File: src/rtl/counter.sv
// Free-running binary up-counter with terminal-count decode, a one-cycle wrap
// pulse and a modulo tally of completed wraps. Optional saturation at MAX_COUNT.
module counter #(
    parameter int unsigned      WIDTH          = 8,
    parameter logic [WIDTH-1:0] MAX_COUNT      = {WIDTH{1'b1}},
    parameter bit               SATURATE       = 1'b0,
    parameter int unsigned      WRAP_CNT_WIDTH = 8
) (
    input  logic                      clk,
    input  logic                      reset,
    output logic [WIDTH-1:0]          count,
    output logic                      tc,
    output logic                      wrap,
    output logic [WRAP_CNT_WIDTH-1:0] wrap_count
);

    logic [WIDTH-1:0]          r_count;
    logic                      r_wrap;
    logic [WRAP_CNT_WIDTH-1:0] r_wrap_count;
    logic                      w_at_max;

    assign w_at_max = (r_count == MAX_COUNT);

    always_ff @(posedge clk or posedge reset) begin
        if (reset) begin
            r_count      <= '0;
            r_wrap       <= 1'b0;
            r_wrap_count <= '0;
        end else begin
            // wrap is only ever set on the MAX_COUNT->0 edge, so it self-clears next edge
            r_wrap <= 1'b0;
            if (!w_at_max) begin
                r_count <= r_count + 1'b1;
            end else if (!SATURATE) begin
                r_count      <= '0;
                r_wrap       <= 1'b1;
                r_wrap_count <= r_wrap_count + 1'b1;
            end
        end
    end

    assign count      = r_count;
    assign tc         = w_at_max;
    assign wrap       = r_wrap;
    assign wrap_count = r_wrap_count;

endmodule

File: config.mk
export PLATFORM = sky130hd
export DESIGN_NAME = counter
export DESIGN_NICKNAME = d
export VERILOG_FILES = /design/src/rtl/counter.sv
export SDC_FILE = /design/constraint.sdc
export NUM_CORES = 1
export LEC_CHECK = 0
export ABC_AREA = 1
export ABC_CLOCK_PERIOD_IN_PS = 2200
export CAP_MARGIN = 20
export CORE_MARGIN = 4
export CORE_UTILIZATION = 50
export CTS_CLUSTER_DIAMETER = 50
export DETAILED_ROUTE_END_ITERATION = 12
export HOLD_SLACK_MARGIN = 0.15
export PLACE_DENSITY = 0.81
export SLEW_MARGIN = 10
export SYNTH_ARGS = -nofsm -noshare
export SYNTH_HDL_FRONTEND = slang
export SYNTH_SLANG_ARGS = --single-unit
File: constraint.sdc
create_clock -name clk -period 2.2 [get_ports clk]
set_clock_uncertainty 0.05 [all_clocks]
set_input_delay 0.33 -clock clk [delete_from_list [all_inputs] [get_ports clk]]
set_output_delay 0.33 -clock clk [all_outputs]
set_load 0.01 [all_outputs]
* Word-level counts from Yosys, hierarchy flattened
Cells that the tools add are included.
** Storage, ports and cells
- Word-level logic and storage cells :: 8
- Memory bits (writable) :: 0
- Bits of input ports :: 2
- Memory bits (read-only) :: 0
- Output and inout bits :: 18
- Bits in registers :: 17
- Bits in latches :: 0
- Memories :: 0
** Operators by class
- Equality and inequality tests :: 1
- Add/sub/neg operators :: 2
- Shift operators :: 0
- Multipliers :: 0
- Order comparisons :: 0
- Div/mod/pow operators :: 0
- Reductions and logical operators :: 0
- Bitwise gates (word level) :: 0
- Muxes and demuxes :: 2
** Operator list (number)
- 8-bit by 1-bit adder with 8-bit output, second input constant :: 2
- 8-bit == test, second input constant :: 1
- 8-bit 2-to-1 mux :: 1
- 1-bit 2-to-1 mux :: 1

* Depth between registers and ports, before layout
Gate-level depths: netlist of the first run.
- Depth in word-level cells :: 2
- Mapped depth :: 7

* Worst setup path after synthesis of the first run
OpenSTA, ideal clock, no wires.
- Path kind :: register to output
- Start :: reg r_count[0], in the netlist count[0]
- End :: out tc
- Arrival time :: 1.057 ns
- Path slack :: 0.763 ns
- Cell stages (with the launch flop) :: 4
- Cells stage by stage :: dfrtp_1 -> ha_1 -> nand2_2 -> nor3_4
** Between the ends
- Cells in the longest elaborated chain, start to end :: 1
** RTL lines
- from (decl) :: line 17 : logic [WIDTH-1:0] r_count;
- from (signal assigned) :: line 33 : r_count <= r_count + 1'b1;
- 8-bit == test :: line 22 : assign w_at_max = (r_count == MAX_COUNT);
- to (decl) :: line 12 : output logic tc,
No other way between the ends.

* Worst setup path after layout of the first run
Ends and elaborated chain as after synthesis.

==> results of run 1 <==
## kinds of logic after synthesis
family,Yosys count
flip-flops,17
XOR/XNOR,8
adder cells (fa/ha/maj),2
AND/OR/NAND/NOR,54
buffers and inverters,8
AO/OA/AOI/OAI,3
## worst max-delay path by stage
stage | startpoint | to | cells after the start
3_3_place_gp | count[0] | tc | 4
6_report | count[0] | tc | 4
2_1_floorplan | count[0] | tc | 3
5_1_grt | count[0] | tc | 4
4_1_cts | count[0] | tc | 4
3_5_place_dp | count[0] | tc | 4
## layer usage
| layer | routed length (um) | part of all wire [%] | vias to the layer above | GRT usage (%) |
|---|---|---|---|---|
| li1 | - | - | 333 | - |
| met2 | 721 | 47 | 15 | 24.1 |
| met5 | 0 | 0 | - | 0 |
| met3 | 43 | 2.8 | 5 | 2.76 |
| met4 | 48 | 3.1 | 0 | 9.68 |
| met1 | 732 | 47 | 302 | 19.0 |
## through the flow
stage / std cells / hold WS, ns / util (%)
floorplan: 92 / 0.206 / -
global placement: 128 / 0.413 / 67.7
detailed placement: 128 / 0.427 / 67.7
CTS: 132 / 0.387 / 69.5
global route: 132 / 0.422 / 69.8
finish: 132 / 0.348 / 69.8
## state kept, by name, summed over array words and instances, names as in the netlist
register,flops
wrap_count,8
count,8
wrap,1
## placed cells by master, fill, tap and decap left out, types with 2 or more instances in the layout
master,Yosys,final
dfrtp_1,17,17
nand3_1,4,4
inv_1,7,7
clkdlybuf4s50_1,0,18
xnor2_1,4,4
xor2_1,4,4
clkbuf_4,0,3
nand2_1,31,31
nor2_1,12,12
nand3b_1,2,2
## area by class of cell
type	count	area, um2
multi-input combinational	67	360
fill	133	460
tap	16	20.0
inverter	8	30.0
clock inverter	1	5.00
timing repair buffer	20	200
clock buffer	3	22.5
sequential	17	425
## power breakdown
| group | internal [uW] | switching [uW] |
|---|---|---|
| registers | 312 | 0 |
| logic | 1.65 | 5.72 |
| clock network | 67.8 | 99.3 |
| total | 382 | 105 |
==> results.sh, run 1 <==
export IMPL_routed_wl_um=1550
export IMPL_required_ns=1.82
export IMPL_drt_iter0_drc=14
export IMPL_peakVddDrop_mv=0.399
export IMPL_port_buffers=19
export IMPL_clk_latency_ns=0.29
export IMPL_syn_num_nets=96
export IMPL_die_x_um=48.3
export IMPL_grt_pass1_vias=654
export IMPL_cp_top_family="flip-flops"
export IMPL_antenna_found_initial=0
export IMPL_hold_violations=0
export IMPL_critPathKind="flip-flop to primary output"
export IMPL_synth_adder_area_share_pct=3.08
export IMPL_yosys_cell_count_top_type="nand2_1"
export IMPL_synth_edff_count=0
export IMPL_synth_cell_types=18
export IMPL_cts_made_buffers=3
export IMPL_fin_crit_ns=1.75
export IMPL_slew_viol_final=0
export IMPL_drtPass1Iterations=4
export IMPL_gp_congestion=0.825
export IMPL_powerDensity_nw_per_um2=458
export IMPL_wl_per_cell_um=11.7
export IMPL_worst_setup_path_start_kind="flip-flop"
export IMPL_grt_total_usage_pct=15.2
export IMPL_drtAntennaViolNets=0
export IMPL_relSlewSlack_pct=59.3
export IMPL_r2r_end="wrap_count[5]"
export IMPL_r2r_slack_ns=0.81
export IMPL_synth_cells=92
export IMPL_synth_compound_area_share_pct=1.85
export IMPL_post_dp_cell_area_um2=1030
export IMPL_dpl_hpwl_um=1200
export IMPL_synth_top_family_by_area="simple AND/OR/NAND/NOR gates"
export IMPL_cts_tree="done"
export IMPL_dr_total_vias=655
export IMPL_fmax_ghz=0.570
export IMPL_grt_pass1_wl_um=2820
export IMPL_yosys_top_cells_count="nand2_1, dfrtp_1, nor2_1"
export IMPL_rr_startpoint="count[0]"
export IMPL_outcome="complete, no violations"
export IMPL_drv_cap=0
export IMPL_grt_overflow_total=0
export IMPL_synth_xor_area_share_pct=8.62
export IMPL_slowest_stage="dfrtp_1"
export IMPL_worstMarginPinSlew_ns=0.610
export IMPL_pre_cts_slack_ns=0.379
export IMPL_clockBufferDepth=2
export IMPL_num_antenna_cells=0
export IMPL_setup_violations=0
export IMPL_cts_hold_buffers_added=0
export IMPL_ys_ff_latch=17
export IMPL_period_share_pct=79.7
export IMPL_hold_class="primary input to asynchronous set/reset pin"
export IMPL_drc=0
export IMPL_cts_repair_resized=0
export IMPL_synth_area_mux_share_pct=0
export IMPL_final_nets=121
export IMPL_syn_area_um2=813
export IMPL_yosys_warnings=0
export IMPL_path_clk_slew_ns=0.10
export IMPL_cellLeakagePower_uw=0.000517
export IMPL_die_area_um2=2340
export IMPL_rsz0062_at_grt="false"
export IMPL_htreeDepth=1
export IMPL_cpPeakStageDelay_ns=0.40
export IMPL_path_buf_inv=1
export IMPL_path_max_fanout=4
export IMPL_reg2reg_depth=7
export IMPL_core_rowCount=14
export IMPL_synth_main_ff_cell="dfrtp_1"
export IMPL_synth_top_cell_by_area="dfrtp_1"
export IMPL_arrival_ns=1.37
export IMPL_viasPerCell=4.96
export IMPL_tns_ns=0
export IMPL_io_pins=20
export IMPL_total_power_uw=487
export IMPL_synth_top_area_share_pct=52.3
export IMPL_finalInstanceArea_um2=1060
export IMPL_crit_chain="ha_2 > nand2_2 > nor3_4 > dlymetal6s2s_1"
export IMPL_area_growth_pct=30.8
export IMPL_avgSynthCellArea_um2=8.84
export IMPL_endpoint_kind="primary output"
export IMPL_grt_max_degree=18
export IMPL_cts_sinks=17
export IMPL_setup_ws_ns=0.447
export IMPL_synth_area_top_cells="dfrtp_1, nand2_1, nor2_1, xnor2_1, xor2_1"
export IMPL_ys_seq_area_share_pct=52.3
export IMPL_die_h_um=48.3
export IMPL_cts_setup_buffers=0
export IMPL_start_util_pct=53.4
export IMPL_synthSimpleGateAreaFrac_pct=30.5
export IMPL_clock_root_buffer="clkbuf_4"
export IMPL_drive_above_1_share_pct=9.48
export IMPL_synthArstFlopShare_pct=100
export IMPL_core_area_um2=1520
Note: power is estimated with default switching activity, not from simulation.
==> inputs of run 2 (changes only) <==
--- a/config.mk
+++ b/config.mk
@@ -6,14 +6,14 @@
 export NUM_CORES = 1
 export LEC_CHECK = 0
 export ABC_AREA = 1
-export ABC_CLOCK_PERIOD_IN_PS = 2200
+export ABC_CLOCK_PERIOD_IN_PS = 1670
 export CAP_MARGIN = 20
 export CORE_MARGIN = 4
-export CORE_UTILIZATION = 50
+export CORE_UTILIZATION = 47
 export CTS_CLUSTER_DIAMETER = 50
 export DETAILED_ROUTE_END_ITERATION = 12
 export HOLD_SLACK_MARGIN = 0.15
-export PLACE_DENSITY = 0.81
+export PLACE_DENSITY = 0.77
 export SLEW_MARGIN = 10
 export SYNTH_ARGS = -nofsm -noshare
 export SYNTH_HDL_FRONTEND = slang
==> constraint.sdc (replaced) <==
create_clock -name clk -period 1.67 [get_ports clk]
set_clock_uncertainty 0.05 [all_clocks]
set_input_delay 0.2505 -clock clk [delete_from_list [all_inputs] [get_ports clk]]
set_output_delay 0.2505 -clock clk [all_outputs]
set_load 0.01 [all_outputs]
==> results.sh, run 2 (synthesized netlist as in run 1, its figures left out) <==
export IMPL_outcome="complete, no violations"
export IMPL_drv_cap=0
export IMPL_wl_per_cell_um=12.6
export IMPL_hold_violations=0
export IMPL_grt_total_usage_pct=15.7
export IMPL_arrival_ns=1.33
export IMPL_wl_met2_um=827
export IMPL_tns_ns=0
export IMPL_fin_crit_ns=1.63
export IMPL_wl_met3_um=66
export IMPL_cts_sinks=17
export IMPL_clk_latency_ns=0.30
export IMPL_drive_above_1_share_pct=18.1
export IMPL_peakVddDrop_mv=0.467
export IMPL_worst_setup_path_start_kind="flip-flop"
export IMPL_final_nets=132
export IMPL_fin_util_pct=72.9
export IMPL_grt_pass1_vias=664
export IMPL_grt_max_degree=12
export IMPL_fmax_ghz=0.615
export IMPL_area_growth_pct=41.4
export IMPL_grt_overflow_total=0
export IMPL_routed_wl_um=1800
export IMPL_drc=0
export IMPL_dr_total_vias=714
export IMPL_dpl_hpwl_um=1310
export IMPL_drtAntennaViolNets=0
export IMPL_worstMarginPinSlew_ns=0.283
export IMPL_die_area_um2=2460
export IMPL_grt_pass1_wl_um=2900
export IMPL_drt_iter0_drc=12
export IMPL_period_share_pct=97.4
export IMPL_io_pins=20
export IMPL_fillers=125
export IMPL_gp_congestion=0.834
export IMPL_wl_met1_um=860
export IMPL_start_util_pct=51.6
export IMPL_die_x_um=49.6
export IMPL_endpoint_kind="primary output"
export IMPL_viasPerCell=4.99
export IMPL_required_ns=1.37
export IMPL_num_antenna_cells=0
export IMPL_path_max_fanout=3
export IMPL_antenna_found_initial=0
export IMPL_powerDensity_nw_per_um2=568
export IMPL_setup_violations=0
export IMPL_htreeDepth=1
export IMPL_cts_made_buffers=3
export IMPL_relSlewSlack_pct=81.1
export IMPL_top_layer_used="met4"
export IMPL_layout_common_cells="nand2_1, dfrtp_1, clkdlybuf4s50_1"
export IMPL_layout_commonest_cell="nand2_1"
export IMPL_clockBufferDepth=2
export IMPL_cts_tree="done"
export IMPL_path_clk_slew_ns=0.10
export IMPL_critPathKind="flip-flop to primary output"
export IMPL_clock_root_buffer="clkbuf_4"
export IMPL_core_rowCount=14
export IMPL_core_area_um2=1580
export IMPL_slew_viol_final=0
export IMPL_die_h_um=49.6
export IMPL_drtPass1Iterations=4
export IMPL_hold_class="flip-flop to flip-flop"
export IMPL_cellLeakagePower_uw=0.000570
export IMPL_port_buffers=19
[run 2: worst max-delay path, stage by stage (launching register included)]
cell             delay, ns
dfrtp_1               0.37
buf_4                 0.13
clkdlybuf4s50_1       0.53
[run 2: layer usage]
layer | track usage, % | vias up
met3 | 3.01 | 5
met4 | 9.68 | 0
met5 | 0 | -
met1 | 20.1 | 332
li1 | - | 359
met2 | 24.2 | 18
[run 2: per-stage QoR]
step                area, um2  hold WS, ns  power (uW)  instances  worst slack (ns)
floorplan                 813        0.127         426         92             0.259
global placement         1080        0.442         432        135            0.0245
detailed placement       1080        0.452         432        135           0.00135
CTS                      1120        0.483         659        140            0.0122
global route             1150        0.537         683        143         -0.000500
finish                   1150        0.481         654        143            0.0428
[run 2: what timing repair did]
item                                   CTS  global route
endpoints found under the hold margin    6             0
setup buffers                            0             3
hold buffers                             1             0
setup endpoints to repair                1             6
gates cloned                             0             0
pin swaps                                0             0
gates resized for setup                  5             4
[run 2: path summary, 6_finish.rpt]
path,slack [ns],to,startpoint,cells after the start
min in group asynchronous,0.71,wrap,reset,3
setup reg to reg,0.18,wrap_count[4],count[0],8
max in group asynchronous,0.41,wrap_count[2],reset,4
setup / recovery,0.04,count[6],count[6],2
hold reg to reg,0.48,count[7],count[7],2
hold / removal,0.48,count[7],count[7],2
[run 2: layout make-up]
cell class                 count  area (um2)  area share, %
clock inverter                 1        5.00          0.435
clock buffer                   3        22.5           1.96
tap                           16        20.0           1.74
timing repair buffer          31         285           24.8
inverter                       8        30.0           2.61
sequential                    17         427           37.1
multi-input combinational     67         360           31.3
[run 2: report_power, final]
group / switching (uW) / internal, uW / total [uW]
clock: 139 / 89.3 / 228
combinational: 9.04 / 5.26 / 14.3
sequential: 0 / 411 / 411
total: 148 / 506 / 654
==> RTL edit, RTL diff (settings of run 2) <==
Make the reset (`reset`) synchronous in one clocked block.
--- a/src/rtl/counter.sv
+++ b/src/rtl/counter.sv
@@ -21,7 +21,7 @@
 
     assign w_at_max = (r_count == MAX_COUNT);
 
-    always_ff @(posedge clk or posedge reset) begin
+    always_ff @(posedge clk) begin
         if (reset) begin
             r_count      <= '0;
             r_wrap       <= 1'b0;
Check against the original RTL: differs if reset is asserted again (counterexample within 4 cycles, from zero or initial values and one cycle with reset high); with reset held inactive, the same outputs for 10 cycles.
==> RTL edit against run 2 <==
Cell area shrank 8.7%. Worst setup slack improved by 0.026 ns. Global-route usage is 0.40 points higher. Synthesized area fell by 5.1%. Core utilization is 4.1 points lower. Sequential cell count is the same. Register-to-register slack better by 0.11 ns. Wire length is 1.1% higher. Synthesized cell count increased by 17%. Critical path type unchanged. Highest routed layer unchanged.
Power is not compared: it rests on default switching activity, and its combinational part moved more than twofold at a synthesized area within 25%.
==> RTL edit: results (changes against run 2) <==
Place
  – GP Congestion: 0.800 (was 0.834)
  – PortBufs: 19 (unchanged)
  – Detailed Place HPWL: 1380 um (was 1310 um)
  – Pre-CTS setup slack: -0.0175 ns (was 0.00135 ns)

Finish
  – Fraction of layout cells with a size suffix above 1: 16.9% (was 18.1%)
  – Filler cell count in the final layout: 136 (was 125)
  – Total Nets Final: 141 (was 132)
  – Ant. Diodes: 0 (unchanged)

Critical path
  – Crit Path Max Fanout: 4 (was 3)
  – Crit path from: count[3] (was count[6])
  – Setup slack, reg-to-reg: 0.29 ns (was 0.18 ns)
  – FF-to-FF Start: count[0] (unchanged)
  – Reg2Reg Capture Point: wrap_count[5] (was wrap_count[4])
  – Arrival time at the worst endpoint: 1.30 ns (was 1.33 ns)
  – Slowest CP cell: clkdlybuf4s50_1 (unchanged)
  – Crit-path max cell delay: 0.53 ns (about the same)
  – R2R depth: 9 (was 8)

Global route
  – First-pass GRT wire length: 3050 um (was 2900 um)
  – Pin count of the biggest net entering global routing: 10 (was 12)
  – Gr usage total: 16.1% (was 15.7%)
  – Vias in the first global route: 726 (was 664)

Hold path
  – Hold endpoint: wrap_count[4] (was count[7])
  – Hold path cells: 2 (unchanged)
  – Beginning of the worst hold path: wrap_count[4] (was count[7])

Yosys
  – Sequential cell area fraction in the yosys report: 44.1% (was 52.3%)
  – Unique masters post-synth: 17 (was 18)
  – Async SR Flop Fraction: 0% (was 100%)
  – Synth top area cells: dfxtp_1 (44%), nand2_1 (13%), inv_1 (6.8%) (was dfrtp_1 (52%), nand2_1 (14%), nor2_1 (5.5%))
  – Main flop type after synthesis: dfxtp_1 (was dfrtp_1)
  – Post-synth top cells: nand2_1 (26), dfxtp_1 (17), inv_1 (14) (was nand2_1 (31), dfrtp_1 (17), nor2_1 (12))

Clocking
  – # Post-CTS Setup Buffers: 0 (unchanged)
  – Depth of the CTS H-tree: 1 (unchanged)
  – Clk_lat worst skew: 0.30 ns (about the same)
  – CTS Root Cell: clkbuf_4 (unchanged)
  – CTS Buf Count: 3 (unchanged)

Pwr
  – Pleak: 0.414 nW
  – Sw frac: 23.3%

Detailed routing
  – DRT iter0 DRCs: 34 (was 12)
  – Highest Signal Layer: met4 (unchanged)
  – Met3 Wirelength: 84 um (was 66 um)
  – Drt pass-1 iters: 5 (was 4)
  – Routed met1 length: 833 um (was 860 um)
  – Routed length on met2: 864 um (was 827 um)
  – Via density: 5.02 (was 4.99)
  – Post-route ant nets: 0 (unchanged)
  – WL/cell: 12.0 um (was 12.6 um)

Status
  – Status: complete, no violations (unchanged)

Timing
  – Worst Tran Pin Value: 0.292 ns (was 0.283 ns)
-- RTL edit: cell types whose count changed after synthesis, sizes merged, moves of 3 or more --
cell   change
dfrtp     -17
dfxtp     +17
inv        +9
a21oi      +8
nand2      -4
nand3      +4
o21ai      +4
xnor2      -4
xor2       -4
nor3       +3
-- RTL edit: timing repair --
item	4_1_cts	5_1_grt
hold buffers	0	0
resized for setup	6	2
setup endpoints to repair	1	2
-- RTL edit: power groups by stage --
| stage | sequential (W) | combinational, W | clock, W |
|---|---|---|---|
| 3_5_place_dp | 0.000425 | 0.0000471 | 0 |
| 5_1_grt | 0.000418 | 0.0000534 | 0.000247 |
| 2_1_floorplan | 0.000428 | 0.0000157 | 0 |
| 3_3_place_gp | 0.000424 | 0.0000452 | 0 |
| 6_report | 0.000417 | 0.0000485 | 0.000225 |
| 4_1_cts | 0.000417 | 0.0000488 | 0.000227 |
-- RTL edit: area by class of cell --
| class | instances | area (um2) | share of cell area (%) |
|---|---|---|---|
| Clock buffer | 4 | 26.3 | 2.50 |
| Inverter | 17 | 68.8 | 6.56 |
| Timing Repair Buffer | 24 | 223 | 21.2 |
| Multi-Input combinational cell | 74 | 368 | 35.0 |
| Sequential cell | 17 | 344 | 32.8 |
| Tap cell | 16 | 20.0 | 1.91 |
-- RTL edit: layer usage --
layer / GRT usage [%] / vias up
li1: - / 397
met5: 0 / -
met4: 8.07 / 0
met1: 18.9 / 338
met3: 3.68 / 4
met2: 27.0 / 24
-- RTL edit: how the worst max path moves through the flow --
stage	endpoint	slack [ns]	cells after the start
finish	count[3]	0.07	2
global route	count[3]	0.01	2
CTS	tc	0.005	6
detailed placement	tc	-0.02	6
global placement	tc	0.05	6
floorplan	wrap_count[6]	0.38	8
-- RTL edit: per-stage QoR --
| step | hold slack [ns] | instance area (um2) | util, % | power [W] | std cells |
|---|---|---|---|---|---|
| 2_1_floorplan | 0.273 | 772 | - | 0.000444 | 108 |
| 3_3_place_gp | 0.398 | 1020 | 66.9 | 0.000469 | 148 |
| 3_5_place_dp | 0.425 | 1020 | 66.9 | 0.000472 | 148 |
| 4_1_cts | 0.440 | 1050 | 69.1 | 0.000693 | 152 |
| 5_1_grt | 0.469 | 1050 | 68.9 | 0.000719 | 152 |
| 6_report | 0.436 | 1050 | 68.9 | 0.000691 | 152 |
-- RTL edit: logic make-up (layout without fill, tap and decap cells) --
kind of cell | after synthesis | count (layout) | share of synthesized area, %
buffers and inverters | 17 | 45 | 8.91
AO/OA/AOI/OAI | 15 | 15 | 9.72
AND/OR/NAND/NOR | 57 | 57 | 34.0
flip-flops | 17 | 17 | 44.1
adder cells (fa/ha/maj) | 2 | 2 | 3.24
-- RTL edit: critical path, delay by kind of cell (launching register included) --
kind | cells | cell delay [ns]
buffers and inverters | 2 | 0.66
flip-flops | 1 | 0.35
